[config.mk]
export PLATFORM = sky130hd
export DESIGN_NAME = nibble_add_seq
export DESIGN_NICKNAME = d
export VERILOG_FILES = /design/src/rtl/nibble_add_seq.sv
export SDC_FILE = /design/constraint.sdc
export NUM_CORES = 1
export LEC_CHECK = 0
export CAP_MARGIN = 20
export CELL_PAD_IN_SITES_DETAIL_PLACEMENT = 0
export CELL_PAD_IN_SITES_GLOBAL_PLACEMENT = 1
export CORE_UTILIZATION = 39
export CTS_CLUSTER_SIZE = 28
export DETAILED_ROUTE_END_ITERATION = 6
export PLACE_DENSITY = 0.84
export SLEW_MARGIN = 20
export SYNTH_ARGS = -nofsm -noshare
export SYNTH_HDL_FRONTEND = slang
export SYNTH_SLANG_ARGS = --single-unit
[constraint.sdc]
create_clock -name clk -period 4.1 [get_ports clk]
set_input_delay 0.41 -clock clk [delete_from_list [all_inputs] [get_ports clk]]
set_output_delay 0.41 -clock clk [all_outputs]
set_load 0.005 [all_outputs]
[src/rtl/nibble_add_seq.sv]
// rtl/nibble_add_seq.sv - multi-cycle adder/subtractor time-sharing one 4-bit ripple-carry stage
// One nibble per clock, LSB first; the carry between nibbles lives in c_q.

module rca4 (
   input  logic [3:0] a_i,
   input  logic [3:0] b_i,
   input  logic       c_i,
   output logic [3:0] s_o,
   output logic       c_o
);
   logic [4:0] c;

   assign c[0] = c_i;

   for (genvar i = 0; i < 4; i++) begin : g_fa
      assign s_o[i]   = a_i[i] ^ b_i[i] ^ c[i];
      assign c[i + 1] = (a_i[i] & b_i[i]) | (c[i] & (a_i[i] ^ b_i[i]));
   end

   assign c_o = c[4];
endmodule

module nibble_add_seq #(
   parameter int WIDTH = 16
) (
   input  logic             clk,
   input  logic             rst,
   input  logic             start,
   input  logic             sub,
   input  logic [WIDTH-1:0] A,
   input  logic [WIDTH-1:0] B,
   output logic             busy,
   output logic             done,
   output logic [WIDTH-1:0] S,
   output logic             Cout,
   output logic             ovfl
);
   localparam int N  = WIDTH / 4;
   localparam int CW = (N > 1) ? $clog2(N) : 1;
   localparam logic [CW-1:0] LAST = CW'(N - 1);

   typedef enum logic [1:0] {IDLE, RUN, DONE} state_t;

   state_t           state_q;
   logic [WIDTH-1:0] a_q;
   logic [WIDTH-1:0] b_q;
   logic [WIDTH-1:0] s_q;
   logic [CW-1:0]    cnt_q;
   logic             c_q;
   logic             busy_q;
   logic             done_q;
   logic             cout_q;
   logic             ovfl_q;

   logic [3:0]       a_nib;
   logic [3:0]       b_nib;
   logic [3:0]       sum_d;
   logic             carry_d;

   assign a_nib = a_q[{cnt_q, 2'b00} +: 4];
   assign b_nib = b_q[{cnt_q, 2'b00} +: 4];

   rca4 u_rca4 (
      .a_i (a_nib),
      .b_i (b_nib),
      .c_i (c_q),
      .s_o (sum_d),
      .c_o (carry_d)
   );

   always_ff @(posedge clk or posedge rst) begin
      if (rst) begin
         state_q <= IDLE;
         a_q     <= '0;
         b_q     <= '0;
         s_q     <= '0;
         cnt_q   <= '0;
         c_q     <= 1'b0;
         busy_q  <= 1'b0;
         done_q  <= 1'b0;
         cout_q  <= 1'b0;
         ovfl_q  <= 1'b0;
      end else begin
         case (state_q)
            IDLE, DONE: begin
               done_q <= 1'b0;
               // Subtraction is A + ~B + 1: the +1 enters as the initial carry.
               if (start) begin
                  a_q     <= A;
                  b_q     <= sub ? ~B : B;
                  c_q     <= sub;
                  cnt_q   <= '0;
                  s_q     <= '0;
                  busy_q  <= 1'b1;
                  state_q <= RUN;
               end else begin
                  state_q <= IDLE;
               end
            end
            RUN: begin
               s_q[{cnt_q, 2'b00} +: 4] <= sum_d;
               c_q   <= carry_d;
               cnt_q <= cnt_q + 1'b1;
               if (cnt_q == LAST) begin
                  cout_q  <= carry_d;
                  ovfl_q  <= (a_q[WIDTH-1] == b_q[WIDTH-1]) && (sum_d[3] != a_q[WIDTH-1]);
                  busy_q  <= 1'b0;
                  done_q  <= 1'b1;
                  state_q <= DONE;
               end
            end
            default: begin
               busy_q  <= 1'b0;
               done_q  <= 1'b0;
               state_q <= IDLE;
            end
         endcase
      end
   end

   assign busy = busy_q;
   assign done = done_q;
   assign S    = s_q;
   assign Cout = cout_q;
   assign ovfl = ovfl_q;
endmodule

Word level (Yosys, flattened, before mapping)

Index checks and enable logic that the tools add are counted.
W data, S select, Z words.

Flip-flop bits (word level): 57
Bits in latches: 0
RAM bits: 0
Bits in read-only memories: 0
Input port bits: 36
Output and inout bits: 20
Logic and storage cells: 68
Memories kept: 0

$add $sub $neg: 2
Multipliers: 0
Divide/modulo/power cells: 0
Magnitude comparators: 0
Equal/unequal tests: 7
Shift-type cells: 4
Multiplexer cells: 16
Bitwise operators: 21
Reduce and logical (&&, ||, !) cells: 8

Operators with widths:

| operator                 | count |
|---|---|
| $mux W16                 | 2 |
| $pmux W16 S2             | 1 |
| $shiftx A16 B5 Y4        | 2 |
| $bwmux W16               | 1 |
| $not A16 Y16             | 1 |
| $shift A4 B6 Y16 const A | 1 |
| $shiftx A4 B6 Y16        | 1 |
| $and A1 B1 Y1            | 8 |
| $pmux W2 S2              | 2 |
| $reduce_and A2 Y1        | 4 |
| $xor A1 B1 Y1            | 8 |
| $mux W1                  | 6 |
| $neg A4 Y6               | 1 |
| $eq A2 B2 Y1 const B     | 2 |
| $mux W2                  | 2 |
| $ne A2 B2 Y1 const B     | 2 |
| $or A1 B1 Y1             | 4 |
| $pmux W1 S2              | 2 |
| $add A2 B1 Y2 const B    | 1 |
| $eq A2 B1 Y1 const B     | 1 |
| $logic_not A2 Y1         | 1 |
| $reduce_bool A2 Y1       | 1 |
| $reduce_or A2 Y1         | 1 |
| $eq A1 B1 Y1             | 1 |
| 2 further kinds          | 2 |

Depth between registers and ports, before layout

Gate-level depths: netlist of the first run.

Depth after elaboration: 12
Depth in mapped cells: 13
Mapped depth without buffers: 12

Cells and area by module

A second synthesis of the first run with hierarchy kept.

Cell total of the unflattened synthesis: 245
Area total of the unflattened synthesis: 2738.9 sq um

Modules (own cells, without submodules):

| module         | instances | cells an instance | area each (sq um) | sequential area each (sq um) |
|---|---|---|---|---|
| nibble_add_seq | 1         | 231               | 2621.3            | 1401.3 |
| rca4           | 1         | 14                | 117.6             | 0.0 |

Least setup slack after synthesis of the first run

Ideal clock, no wire load.

Kind: reg2reg
Start point: reg cnt_q[0]
End point: reg ovfl_q, in the netlist ovfl
Setup time: 128 ps
Arrival: 2939 ps
Data required time: 3972 ps
Slack: 1034 ps
Stages on the path, launching flop included: 14
Buffers on the path: 1
Period minus slack after synthesis: 3066 ps
Cell sequence: dfrtp_1 buf_2 mux4_2 inv_1 fa_1 inv_1 fa_1 inv_1 fa_1 inv_1 fa_1 and3b_1 a21oi_1 o21ai_0

Cells in the longest elaborated chain, start to end: 11
Elaborated cells on any way between the ends: 20
Classes of those cells: eq/ne: 2; shift: 2; bitwise: 14; reduce/logical: 2

RTL lines:

| item                                 | RTL line | source |
|---|---|---|
| from (decl)                          | 48       | `logic [CW-1:0] cnt_q;` |
| from (signal assigned)               | 103      | `cnt_q <= cnt_q + 1'b1;` |
| $shiftx A16 B5 Y4 (on tied branches) | 60, 61   |  |
| $xor A1 B1 Y1                        | 17       | `assign c[i + 1] = (a_i[i] & b_i[i]) \| (c[i] & (a_i[i] ^ b_i[i]));` |
| $and A1 B1 Y1                        | 17       |  |
| $or A1 B1 Y1                         | 17       |  |
| $and A1 B1 Y1                        | 17       |  |
| $or A1 B1 Y1                         | 17       |  |
| $and A1 B1 Y1                        | 17       |  |
| $or A1 B1 Y1                         | 17       |  |
| $xor A1 B1 Y1                        | 16       | `assign s_o[i] = a_i[i] ^ b_i[i] ^ c[i];` |
| $ne A1 B1 Y1                         | 106      | `ovfl_q <= (a_q[WIDTH-1] == b_q[WIDTH-1]) && (sum_d[3] != a_q[WIDTH-1]);` |
| $logic_and A1 B1 Y1                  | 106      |  |
| to (signal assigned)                 | 106      |  |
| to (decl)                            | 53       | `logic ovfl_q;` |

Parallel ways exist; a longest one is shown, timed or not.
A chain may end at the register's enable or synchronous reset.

Worst setup path in the final report of the first run

Same ends and word-level chain as after synthesis.

==> flow_summary.yaml, run 1 <==
floorplan:
  chipWidth_microns: 84.51
  row_count: 29
  start_util_pct: 41.11
  num_io_pins: 56
  core_area_sq_um: 6459
  die_h_microns: 84.51
  dieArea_sq_um: 7142
drt:
  drc_errors: 4
  drt.antenna.violating_nets: 0
  via_count: 1877
  wl_microns: 5453
  wire_per_inst_microns: 14.43
  drt_pass1_iterations: 7
  vias_per_cell: 4.966
  drt_first_iter_violations: 91
sta:
  fmax_ghz: 0.3165
  fin_skew_ns: 0.009466
  drv_slew: 0
  slew_headroom_pct: 38.90
  fin_hold_ws_ns: 0.4812
  period_needed_ns: 3.160
  rsz0062_at_grt: "no"
  worst_pin_slew_ns: 0.9136
  setup_tns_ns: 0
  finalHoldViolCount: 0
  finalSetupViolCount: 0
  period_share_pct: 77.06
clocking:
  post_cts_buffers: 0
  cts_tree: "yes"
  h-tree-depth: 2
  post_cts_resized: 0
  clock_sinks: 56
  clock_latency_ns: 0.32
  ctsHoldBuffers: 0
  clock_tree.root_cell: "clkbuf_8"
  clkSlewWorstSetupHoldPaths_ns: 0.10
  clock_path_buffers: 2
  cts_made_buffers: 5
setup_path:
  end_kind: "register"
  crit_start: "cnt_q[0]$_DFFE_PP0P_"
  crit_type: "register to register"
  reg2reg_to: "ovfl$_DFFE_PP0P_"
  crit-reg2reg-launch: "cnt_q[0]$_DFFE_PP0P_"
  worstPathMaxFanout: 7
  ff2ff_setup_slack_ns: 0.94
  cp.required_ns: 4.31
  cp.arrival_ns: 3.37
  critPathLaunchType: "register"
  worst-r2r-cell-count: 12
run:
  cap_violations: 0
power:
  swShare_pct: 39.18
  p_leak_uw: 0.001519
  combPwrFrac_pct: 49.1
  ir_worst_vdd_v: 0.0003206
  pwr-share-seq_pct: 36.9
  switchingPower_uw: 1010
  p_int_uw: 1568
  power.density_nw_per_um2: 763.0
  clkPwrFrac_pct: 14.0
  power_uw: 2579
min_path:
  holdPathStages: 2
  worstHoldEndpoint: "b_q[8]$_DFFE_PP0P_"
  min_from: "b_q[8]$_DFFE_PP0P_"
  hold_class: "register to register"
synthesis:
  synthesis.nets: 291
  ys.flop_type: "dfrtp_1"
  yosys-top-cells-area: "dfrtp_1, nand2_1, mux4_2"
  synth_top_area_share_pct: 52.78
  synth_edf_count: 0
  avgSynthCellArea_sq_um: 10.75
  async_flop_share_pct: 100.0
  ys_ff_latch: 56
  syn_inst: 247
  yosysTopAreaCell: "dfrtp_1"
  netlist_area_sq_um: 2655
  ys_seq_area_share_pct: 52.78
  synthDistinctLibCells: 30
  ys_warn_count: 0
placement:
  io_buffers: 55
  gp_congestion: 0.7990
  hpwl_microns: 4003
  placed_cells: 370
global_route:
  gr-total-overflow: 0
  grt_max_degree: 57
  grt_first_pass_wirelength_microns: 9335
  antenna_found_initial: 0
  track_usage_pct: 16.71
  grt_pass1_vias: 1924
final_layout:
  final_cell_mix: "nand2_1, dfrtp_1, clkdlybuf4s50_1"
  final_common_cell: "nand2_1"
  fillers: 602
  area_delta_synth_final_pct: 27.29
  regArea_sq_um: 1401
  fin_util_pct: 52.32
  layout.cells.non_filler: 378
  fin_nets: 344
  antennaDiodeCount: 0
  multi_input_area_sq_um: 1142
  drive_above_1_share_pct: 7.973
status:
  run_status: "finished, violations left"
  failed_checks: "DRC"
==> worst max path at each step <==
| stage | to | cells after the start |
|---|---|---|
| floorplan | ovfl$_DFFE_PP0P_ | 13 |
| global placement | ovfl$_DFFE_PP0P_ | 12 |
| detailed placement | ovfl$_DFFE_PP0P_ | 12 |
| CTS | ovfl$_DFFE_PP0P_ | 12 |
| global route | ovfl$_DFFE_PP0P_ | 12 |
| finish | ovfl$_DFFE_PP0P_ | 12 |
==> power by group through the flow <==
stage | clock network [uW] | registers [uW] | logic (uW)
6_report | 362 | 950 | 1270
5_1_grt | 388 | 984 | 1410
4_1_cts | 368 | 953 | 1280
3_5_place_dp | 0 | 963 | 1280
3_3_place_gp | 0 | 954 | 1240
2_1_floorplan | 0 | 900 | 874
==> stage by stage <==
stage / instance area (sq um) / setup WS, ns
6_report: 3379 / 0.9404
5_1_grt: 3379 / 0.6612
4_1_cts: 3377 / 0.8867
3_5_place_dp: 3269 / 0.9270
3_3_place_gp: 3267 / 0.9945
2_1_floorplan: 2655 / 1.034
==> kinds of logic after synthesis <==
| kind of cell | Yosys count | synth area share (%) |
|---|---|---|
| AOI/OAI and AO/OA | 44 | 10.75 |
| xor gates and xnor gates | 17 | 5.608 |
| adders and majority gates | 8 | 4.901 |
| buffers and inverters | 26 | 4.289 |
| DFF | 56 | 52.78 |
| muxes | 9 | 7.210 |
| and+or+nand+nor | 87 | 14.47 |
==> Yosys cell counts, drive strengths merged, types with 3 or more instances <==
| cell type | count |
|---|---|
| a21oi | 5 |
| a22o | 8 |
| buf | 11 |
| dfrtp | 56 |
| fa | 4 |
| ha | 4 |
| inv | 13 |
| mux4 | 8 |
| nand2 | 69 |
| nand2b | 3 |
| nor2b | 3 |
| o21ai | 20 |
| o2bb2ai | 8 |
| xnor2 | 17 |
==> routing by layer <==
metal | track usage (%) | share of wire, %
met5 | 0 | 0
met4 | 4.160 | 0.88
met3 | 3.343 | 4.0
met2 | 27.94 | 49
met1 | 22.50 | 46
==> critical path, cell delays in order, from the launching register on <==
cell and delay (ns):
dfrtp_1 0.59, mux4_2 0.56, inv_1 0.08, fa_1 0.15, inv_1 0.05, fa_1 0.36, inv_1 0.08, fa_1 0.16
inv_1 0.05, fa_1 0.59, and3b_1 0.20, a21oi_1 0.11, o21ai_0 0.08
==> layout make-up <==
class | instances | area share (%)
clock buffer | 6 | 2.147
clock inverter | 2 | 1.037
inverter | 13 | 1.518
multi-input combinational | 165 | 33.80
sequential | 56 | 41.47
tap | 77 | 2.851
timing repair buffer | 59 | 17.18
==> sequential cells by signal, summed over array words and instances, names as in the netlist <==
name,count
ovfl,1
b_q,16
S,16
a_q,16
state_q,2
busy,1
Cout,1
c_q,1
cnt_q,2
Note: power is estimated with default switching activity, not from simulation.
==> run 2, diff against run 1 <==
- clock period: 4.1 -> 3 ns (I/O delays scaled with it)
==> run 2 against run 1 <==
Against the previous run: clock-buffer cell count is the same; highest routed layer unchanged; die area is the same; clock skew shrank 0.0029 ns; critical path type unchanged; sequential cell count is the same; the run still ends with DRC left; worst hold slack gained 0.0048 ns.
==> flow_summary.yaml, run 2 (same netlist as run 1, synthesis figures left out) <==
status:
  run_status: "finished, violations left"
  failed_checks: "DRC"
floorplan:
  dieArea_sq_um: 7142
  core_area_sq_um: 6459
  row_count: 29
  die_h_microns: 84.51
  num_io_pins: 56
  start_util_pct: 41.11
  chipWidth_microns: 84.51
final_layout:
  area_delta_synth_final_pct: 28.89
  antennaDiodeCount: 0
  final_common_cell: "nand2_1"
  fin_nets: 348
  final_cell_mix: "nand2_1, dfrtp_1, clkdlybuf4s50_1"
  drive_above_1_share_pct: 9.836
  fin_util_pct: 52.98
drt:
  via_count: 1918
  vias_per_cell: 5.021
  drt_pass1_iterations: 7
  drt.antenna.violating_nets: 0
  wire_per_inst_microns: 14.52
  drc_errors: 5
  wl_microns: 5547
  drt_first_iter_violations: 122
setup_path:
  critPathLaunchType: "register"
  crit-reg2reg-launch: "cnt_q[0]$_DFFE_PP0P_"
  reg2reg_to: "S[15]$_DFFE_PP0P_"
  end_kind: "register"
  worstPathMaxFanout: 5
  ff2ff_setup_slack_ns: 0.17
  cp.arrival_ns: 3.04
  worst-r2r-cell-count: 11
  crit_type: "register to register"
  cp.required_ns: 3.20
global_route:
  grt_use_met2_pct: 29.27
  grt_use_met3_pct: 3.147
  track_usage_pct: 17.31
  grt_pass1_vias: 1961
  grt_first_pass_wirelength_microns: 9549
  grt_max_degree: 57
  antenna_found_initial: 0
  gr-total-overflow: 0
  top_usage_layer: "met2"
  met1_usage_pct: 22.68
sta:
  drv_slew: 0
  worst_pin_slew_ns: 0.9215
  finalSetupViolCount: 0
  rsz0062_at_grt: "no"
  period_share_pct: 94.43
  finalHoldViolCount: 0
  slew_headroom_pct: 38.38
  period_needed_ns: 2.833
  fin_skew_ns: 0.006585
  fmax_ghz: 0.3530
  fin_hold_ws_ns: 0.4860
  setup_tns_ns: 0
clocking:
  clkSlewWorstSetupHoldPaths_ns: 0.09
  clock_sinks: 56
  clock_tree.root_cell: "clkbuf_8"
  clock_latency_ns: 0.31
  clock_path_buffers: 2
  cts_tree: "yes"
  cts_made_buffers: 5
  h-tree-depth: 2
placement:
  hpwl_microns: 4069
  gp_congestion: 0.7930
  io_buffers: 55
run:
  cap_violations: 0
power:
  p_leak_uw: 0.001543
  power.density_nw_per_um2: 1065
  ir_worst_vdd_v: 0.0005423
min_path:
  hold_class: "primary input to asynchronous set/reset pin"
run 2: cell count changes in the layout (fill, tap and decap cells not counted), sizes merged:
cell / delta
buf: +4
run 2: worst max path at each step:
stage | end | slack (ns) | startpoint
global route | ovfl$_DFFE_PP0P_ | 0.03 | cnt_q[0]$_DFFE_PP0P_
floorplan | ovfl$_DFFE_PP0P_ | 0.02 | cnt_q[0]$_DFFE_PP0P_
global placement | ovfl$_DFFE_PP0P_ | 0.15 | cnt_q[0]$_DFFE_PP0P_
finish | S[15]$_DFFE_PP0P_ | 0.17 | cnt_q[0]$_DFFE_PP0P_
detailed placement | ovfl$_DFFE_PP0P_ | 0.06 | cnt_q[0]$_DFFE_PP0P_
CTS | ovfl$_DFFE_PP0P_ | 0.07 | cnt_q[0]$_DFFE_PP0P_
run 2: critical path: stages, from the launching register on:
cell and delay (ns):
dfrtp_2 0.45, mux4_2 0.35, inv_2 0.04, fa_1 0.37
inv_1 0.07, fa_1 0.16, inv_1 0.05, fa_1 0.35
inv_1 0.08, fa_1 0.43, buf_4 0.17, a22o_1 0.20
run 2: final cells by class:
type	instances	area, sq um
Fill cell	602	3037
Sequential cell	56	1403
Multi-Input combinational cell	165	1144
Timing Repair Buffer	63	623.1
Tap cell	77	96.34
Clock buffer	6	72.57
Inverter	13	48.80
Clock inverter	2	35.03
run 2: per-stage QoR:
step	setup slack [ns]	area [sq um]	total power (uW)	cells
6_report	0.1671	3422	3645	382
5_1_grt	0.03331	3422	3938	382
4_1_cts	0.06632	3410	3646	381
3_5_place_dp	0.05553	3302	3154	373
3_3_place_gp	0.1550	3302	3068	373
2_1_floorplan	0.01845	2658	2430	247
run 2: metal layers:
| layer | vias up | wire length [microns] |
|---|---|---|
| met3 | 11 | 224 |
| met2 | 59 | 2754 |
| met5 | - | 0 |
| met1 | 903 | 2481 |
| met4 | 0 | 86 |
| li1 | 945 | - |
run 2: power by group:
group	switching, uW	internal, uW
clock	239	248
combinational	968	896
sequential	220	1070
run 2: repair_timing:
item / 4_1_cts / 5_1_grt
hold buffers: 0 / 0
buffers inserted: 0 / 1
gates resized for setup: 0 / 4
setup endpoints to repair: 0 / 5
==> run 3, diff against run 2 <==
- REMOVE_ABC_BUFFERS: not set -> 1
==> run 3 against run 2 <==
Against the previous run: the flow still finishes with violations (DRC); sequential cell count is the same; sequential share of layout area grew 0.083 points; cell count grew 0.26%; via count grew 1.8%; critical path type unchanged; register-to-register slack gained 0.02 ns; largest cell class unchanged; die area is the same; first-iteration DRC count shrank 9.0%; power shrank 2.5%; combinational power shrank 3%; clock skew grew 0.0057 ns; largest power group unchanged; critical path depth grew 1.
==> flow_summary.yaml, run 3 (same netlist as run 1, synthesis figures left out) <==
status:
  run_status: "finished, violations left"
  failed_checks: "DRC"
clocking:
  cts_made_buffers: 5
  clock_path_buffers: 2
  post_cts_resized: 0
  cts_tree: "yes"
  clock_latency_ns: 0.32
  clock_sinks: 56
  clkSlewWorstSetupHoldPaths_ns: 0.10
  h-tree-depth: 2
  post_cts_buffers: 0
  ctsHoldBuffers: 0
  clock_tree.root_cell: "clkbuf_8"
sta:
  rsz0062_at_grt: "no"
  finalHoldViolCount: 0
  finalSetupViolCount: 0
  layout_setup_ws_ns: 0.1829
  drv_slew: 0
  period_needed_ns: 2.817
  period_share_pct: 93.90
  fin_skew_ns: 0.01224
  slew_headroom_pct: 56.33
  worst_pin_slew_ns: 0.6537
  fmax_ghz: 0.3550
floorplan:
  num_io_pins: 56
  die_h_microns: 84.51
  chipWidth_microns: 84.51
  dieArea_sq_um: 7142
  row_count: 29
  core_area_sq_um: 6459
  start_util_pct: 41.11
drt:
  drc_errors: 4
  drt.antenna.violating_nets: 0
  wire_per_inst_microns: 14.00
  drt_first_iter_violations: 111
  via_count: 1953
  drt_pass1_iterations: 7
  vias_per_cell: 5.099
  wl_microns: 5362
final_layout:
  final_common_cell: "nand2_1"
  fin_nets: 349
  layout.cells.non_filler: 383
  drive_above_1_share_pct: 9.150
  final_cell_mix: "nand2_1, dfrtp_1, clkdlybuf4s50_1"
  area_delta_synth_final_pct: 28.51
  fin_util_pct: 52.83
  antennaDiodeCount: 0
global_route:
  antenna_found_initial: 0
  grt_max_degree: 54
  gr-total-overflow: 0
  track_usage_pct: 16.63
  grt_first_pass_wirelength_microns: 9252
  grt_pass1_vias: 1913
run:
  cap_violations: 0
setup_path:
  cp.required_ns: 3.21
  cp.arrival_ns: 3.02
  end_kind: "register"
  worstPathMaxFanout: 3
  critPathLaunchType: "register"
  crit_type: "register to register"
placement:
  placed_cells: 375
  io_buffers: 55
  hpwl_microns: 3987
  gp_congestion: 0.7586
  dp_slack_ns: 0.1709
power:
  power.density_nw_per_um2: 1042
  power_uw: 3555
  p_leak_uw: 0.001543
  ir_worst_vdd_v: 0.0004549
min_path:
  hold_class: "primary input to asynchronous set/reset pin"
run 3: metal layers:
layer,global-route usage (%),part of all wire (%)
met1,22.32,46
met3,4.523,5.1
met2,26.24,48
met4,5.701,1.2
met5,0,0
run 3: layout make-up:
type / instances / area (sq um)
repair buffers: 64 / 618.1
clock inverters: 2 / 35.03
clock buffers: 6 / 72.57
fillers: 577 / 3047
flip-flops and latches: 56 / 1401
inverters: 13 / 48.80
well taps: 77 / 96.34
multi-input cells: 165 / 1140
run 3: final timing paths:
| kind | start | to | slack [ns] | cells after the start |
|---|---|---|---|---|
| max | cnt_q[0]$_DFFE_PP0P_ | ovfl$_DFFE_PP0P_ | 0.18 | 12 |
| min | rst | busy$_DFFE_PP0P_ | 0.13 | 2 |
| max reg2reg | cnt_q[0]$_DFFE_PP0P_ | ovfl$_DFFE_PP0P_ | 0.18 | 12 |
| min reg2reg | b_q[8]$_DFFE_PP0P_ | b_q[8]$_DFFE_PP0P_ | 0.48 | 2 |
| max in group asynchronous | rst | b_q[0]$_DFFE_PP0P_ | 2.30 | 3 |
| min in group clk | b_q[8]$_DFFE_PP0P_ | b_q[8]$_DFFE_PP0P_ | 0.48 | 2 |
run 3: report_power, final:
part | internal [uW] | switching (uW) | leakage, uW
clock | 248 | 239 | 0.0000552
combinational | 864 | 935 | 0.000773
sequential | 1070 | 197 | 0.000715
run 3: through the flow:
stage | hold slack [ns] | area, sq um | TNS [ns]
after floorplan | 0.3863 | 2590 | -0.1225
after global placement | 0.4577 | 3304 | 0
after detailed placement | 0.4619 | 3304 | 0
after CTS | 0.1281 | 3412 | 0
after global routing | 0.1266 | 3412 | 0
final | 0.1330 | 3412 | 0
run 3: worst max-delay path, stage by stage, from the launching register on:
cell	delay [ns]
dfrtp_1	0.42
mux4_2	0.52
inv_1	0.09
fa_1	0.16
inv_1	0.05
fa_1	0.35
inv_1	0.07
fa_1	0.16
inv_1	0.05
fa_1	0.49
and3b_1	0.17
a21oi_1	0.10
o21ai_0	0.08
